===== config.mk =====
export PLATFORM = sky130hd
export DESIGN_NAME = stim_lcg_gen
export DESIGN_NICKNAME = d
export VERILOG_FILES = /design/src/rtl/stim_lcg_gen.sv
export SDC_FILE = /design/constraint.sdc
export NUM_CORES = 1
export LEC_CHECK = 0
export CORE_MARGIN = 5
export CORE_UTILIZATION = 30
export CTS_CLUSTER_SIZE = 12
export DETAILED_ROUTE_END_ITERATION = 16
export PLACE_DENSITY = 0.55
export SYNTH_ARGS = -nofsm -noshare
export SYNTH_HDL_FRONTEND = slang
export SYNTH_SLANG_ARGS = --single-unit

===== constraint.sdc =====
create_clock -name clk -period 8.7 [get_ports clk]
set_input_delay 0.87 -clock clk [delete_from_list [all_inputs] [get_ports clk]]
set_output_delay 0.87 -clock clk [all_outputs]
set_load 0.1 [all_outputs]

===== src/rtl/stim_lcg_gen.sv =====
// LCG-driven stimulus engine: builds IN_W-bit vectors from a 32-bit LCG,
// hands them out over valid/ready and compacts DUT outputs into a MISR.
module stim_lcg_gen #(
  parameter int          IN_W  = 141,
  parameter int          OUT_W = 159,
  parameter logic [31:0] SEED  = 32'd1806341205
) (
  input  logic             clk,
  input  logic             rst_n,
  input  logic             start,
  input  logic             abort,
  input  logic             seed_load,
  input  logic [31:0]      seed_in,
  input  logic [31:0]      cycles,
  output logic [IN_W-1:0]  stim_data,
  output logic             stim_valid,
  input  logic             stim_ready,
  input  logic [OUT_W-1:0] dut_out,
  output logic             busy,
  output logic             done,
  output logic [31:0]      vec_count,
  output logic [31:0]      signature
);
  localparam int NW = (IN_W + 31) / 32;
  localparam int NO = (OUT_W + 31) / 32;
  localparam int IW = (NW > 1) ? $clog2(NW) : 1;
  // last word goes straight to stim_data, so only NW-1 slots are buffered
  localparam int SW = (NW > 1) ? NW - 1 : 1;

  typedef enum logic [1:0] {IDLE, FILL, HOLD, DONE} state_t;

  state_t                state, state_nxt;
  logic [31:0]           lcg, lcg_nxt, remaining;
  logic [IW-1:0]         idx;
  logic [SW-1:0][31:0]   shadow;
  logic [NO*32-1:0]      out_ext;
  logic [31:0]           fold, sig_nxt;
  logic                  accept, last_slot;

  assign lcg_nxt   = lcg * 32'h41C64E6D + 32'h3039;
  assign last_slot = (idx == IW'(NW - 1));
  assign accept    = (state == HOLD) && stim_valid && stim_ready && !abort;
  assign busy      = (state != IDLE);
  assign done      = (state == DONE);

  always_comb begin
    out_ext = '0;
    out_ext[OUT_W-1:0] = dut_out;
    fold = '0;
    for (int k = 0; k < NO; k++) fold = fold ^ out_ext[k*32 +: 32];
    sig_nxt = {signature[30:0], 1'b0} ^ (signature[31] ? 32'h04C11DB7 : 32'h0) ^ fold;
  end

  always_ff @(posedge clk) begin
    if (!rst_n) state <= IDLE;
    else        state <= state_nxt;
  end

  always_comb begin
    state_nxt = state;
    case (state)
      IDLE: if (!seed_load && start) state_nxt = (cycles == 32'd0) ? DONE : FILL;
      FILL: if (abort) state_nxt = IDLE;
            else if (last_slot) state_nxt = HOLD;
      HOLD: if (abort) state_nxt = IDLE;
            else if (accept) state_nxt = (remaining == 32'd1) ? DONE : FILL;
      DONE: state_nxt = IDLE;
      default: state_nxt = IDLE;
    endcase
  end

  always_ff @(posedge clk) begin
    if (!rst_n) begin
      lcg        <= SEED;
      remaining  <= '0;
      idx        <= '0;
      shadow     <= '0;
      stim_data  <= '0;
      stim_valid <= 1'b0;
      vec_count  <= '0;
      signature  <= '0;
    end else begin
      case (state)
        IDLE: begin
          if (seed_load) lcg <= seed_in;
          else if (start) begin
            remaining <= cycles;
            vec_count <= '0;
            signature <= '0;
            idx       <= '0;
          end
        end
        FILL: begin
          if (!abort) begin
            lcg <= lcg_nxt;
            if (last_slot) begin
              // publish the whole vector at once; never a partial one
              if (NW > 1) stim_data <= IN_W'({lcg_nxt, shadow});
              else        stim_data <= IN_W'(lcg_nxt);
              stim_valid <= 1'b1;
            end else begin
              shadow[idx] <= lcg_nxt;
              idx         <= idx + IW'(1);
            end
          end
        end
        HOLD: begin
          if (abort) stim_valid <= 1'b0;
          else if (accept) begin
            signature  <= sig_nxt;
            vec_count  <= vec_count + 32'd1;
            remaining  <= remaining - 32'd1;
            stim_valid <= 1'b0;
            idx        <= '0;
          end
        end
        default: ;
      endcase
    end
  end
endmodule


==> metrics.yaml <==
run_status:
  status: "complete, no violations"
floorplan:
  fp.coreArea_um2: 86500
  ios: 437
  die_x_um: 305
  rows: 108
  die_area_um2: 93000
  fp.dieH_um: 305
  start_util_pct: 30.2
clock_tree:
  clockBufferDepth: 3
  numCtsBuffers: 47
  path_clk_slew_ps: 70
  cts_resized: 0
  clk_latency_ps: 610
  root_buffer: "clkbuf_16"
  cts_hold_buf: 0
  cts_max_level: 2
  post_cts_buffers: 0
  cts.sinks: 403
  cts_tree: "done"
grt:
  grt.overflow.total: 0
  grt_antenna_before_repair: 8
  grt_max_degree: 160
  grt_usage_pct: 19.5
  first_global_vias: 22200
  grt_pass1_wl_um: 140000
synthesis:
  post_synth_num_cell_types: 68
  syn-num-nets: 3718
  ys.flop_type: "dfxtp_1"
  yosysWarnings: 0
  synth-edff-count: 0
  seq_area_frac_synth_pct: 30.9
  syn_inst: 3087
  ys_ff_latch: 403
  synth_area_um2: 26100
  avgSynthCellArea_um2: 8.45
  ys_async_sr_fraction_pct: 0
worst_setup_path:
  cp_top_family: "adder cells"
  crit_top_cell: "inv_1"
  r2r_setup_slack_ps: 1230
  critical_path_buf_inv_count: 6
  critPathLaunchType: "flip-flop"
  cp.required_ps: 9230
  crit_chain: "inv_1 > ha_1 > inv_1 > ha_1 > inv_1 > fa_1 > fa_1 > inv_1 > ha_1 > inv_1 > fa_1 > inv_1 > fa_1 > fa_1 > ha_1 > o21ai_0 > o21bai_1 > o21a_1 > o311ai_2 > a211oi_1 > o21ai_0 > a31oi_1 > a31oi_1"
  critical_path.endpoint_type: "flip-flop"
  critPathKind: "flip-flop to flip-flop"
  arrival_ps: 8000
  cp_slowest_cell: "o21ai_0"
  worstPathMaxFanout: 14
  cpPeakStageDelay_ps: 760
placement:
  place_area_um2: 31700
  io_buffer_count: 436
  dp.final_hpwl_um: 73600
  gp_congestion: 0.929
  dp.cells: 4564
job:
  cap_violations: 0
route:
  postRouteAntennaNets: 0
  remaining_drc_errors: 0
  vias_per_cell: 4.75
  via_count: 22100
  wl_um: 93500
  drt_iter0_markers: 1466
  dr.pass1.iters: 5
  drt-wirelength-per-cell_um: 20.1
timing:
  slew_headroom_pct: 26.2
  fin_setup_tns_ps: 0
  max_freq_ghz: 0.134
  period_share_pct: 85.9
  finalHoldViolations: 0
  rsz0062_at_grt: "no"
  setup_violations: 0
  maxSlewViolCount: 0
  finalCriticalPeriod_ps: 7470
  tightest_slew_ps: 1100
  skew_ps: 19.1
final_layout:
  design_area_um2: 33200
  drive_gt1_share_pct: 4.16
  nets: 4089
  fillers: 9050
  final_cell_count_no_fill: 4648
  syn2layout_area_growth_pct: 27.3
worst_hold_path:
  hp-class: "flip-flop to flip-flop"
[worst paths after layout]
kind | from | end | cells past startpoint
setup reg to reg | lcg[0] | lcg[27] | 23
setup / recovery | lcg[0] | lcg[27] | 23
hold / removal | shadow[25] | stim_data[25] | 2
hold reg to reg | shadow[25] | stim_data[25] | 2
[cell usage in the layout (no fill, tap or decap), types with 9 or more instances in the layout]
cell,n
a211oi_1,41
a21o_1,17
a21oi_1,286
a22oi_1,37
a31oi_1,23
and2_1,14
and3_1,13
buf_4,32
clkbuf_1,10
clkbuf_16,47
clkbuf_8,9
clkdlybuf4s50_1,430
dfxtp_1,403
fa_1,188
ha_1,214
inv_1,403
nand2_1,476
nand3_1,62
nand4_1,9
nor2_1,249
nor3_1,22
nor4_1,14
o211ai_1,13
o21a_1,15
o21ai_0,69
or3_1,14
xnor2_1,205
xor2_1,53
[layer usage]
layer  share of wire [%]  vias up  global-route usage, %  wire (um)
li1                    -    10700                      -          -
met1                  42    10500                   24.8      39500
met2                  48      752                   33.7      44700
met3                 6.8      119                   3.90       6380
met4                 3.1        6                   5.61       2910
met5               0.052        -                      0         49
[synth_stat cells, types with 3 or more instances]
cell type	n	area (um2)
o22ai_1	5	31.3
o21bai_1	3	22.5
or4_1	3	22.5
or4_4	3	33.8
and3_1	13	81.3
nor2b_1	3	18.8
nand2_1	477	1790
or2_2	4	25.0
o311ai_0	3	26.3
nand4b_1	3	26.3
or3_1	14	87.6
dfxtp_1	403	8070
o221a_2	3	33.8
o21ai_0	70	350
a311oi_1	5	43.8
a21o_1	17	128
o31ai_1	4	30.0
and2_1	14	87.6
buf_1	8	30.0
nor2_1	250	938
inv_1	403	1510
nand3_1	63	315
nand4_1	9	56.3
nor4_1	14	87.6
o211ai_1	13	97.6
o21a_1	15	113
a31oi_1	23	144
a221oi_1	5	43.8
a211o_1	3	26.3
fa_1	188	3760
a22oi_1	37	278
xor2_1	57	499
a211oi_1	41	308
clkbuf_1	130	488
ha_1	214	2680
nand2b_1	7	43.8
a21oi_1	288	1440
nor3_1	24	120
xnor2_1	209	1830
a222oi_1	3	30.0
[tightest hold or removal path: stages (launching register included)]
cell,delay (ps)
dfxtp_1,310
nand2_1,50
a21oi_1,50
[final cells by class]
class,instances,area (um2),share of cell area (%)
Timing Repair Buffer,464,4570,13.8
Clock buffer,66,1340,4.03
Sequential cell,403,8070,24.3
Multi-Input combinational cell,2138,16100,48.4
Clock inverter,14,189,0.569
Inverter,404,1520,4.59
Antenna cell,4,10.0,0.0301
Tap cell,1155,1450,4.35
[flip-flops by register name, summed over array words and instances, names as in the netlist]
name        cells
idx             3
stim_valid      1
shadow        128
vec_count      32
remaining      32
state           2
stim_data     141
signature      32
lcg            32
[through the flow]
stage               hold WS, ps  worst slack (ps)  util (%)
floorplan                   429              2420         -
global placement            439              1430      36.6
detailed placement          443              1380      36.6
CTS                         447              1330      38.4
global route                464               645      38.4
finish                      443              1230      38.4
[cells by family (layout without fill, tap and decap cells)]
kind of cell             Yosys count  in the layout  synth area share (%)
AND/OR/NAND/NOR                  915            915                  14.9
flip-flops                       403            403                  30.9
other                              0              4                     0
buffers and inverters            546            948                  7.92
multiplexers                       2              2                0.0767
adder cells (fa/ha/maj)          402            402                  24.7
AO/OA/AOI/OAI                    553            553                  12.6
XOR/XNOR                         266            266                  8.93
Power is not shown: default switching activity piles up to over one toggle a cycle in this logic, so the estimate is an artifact.
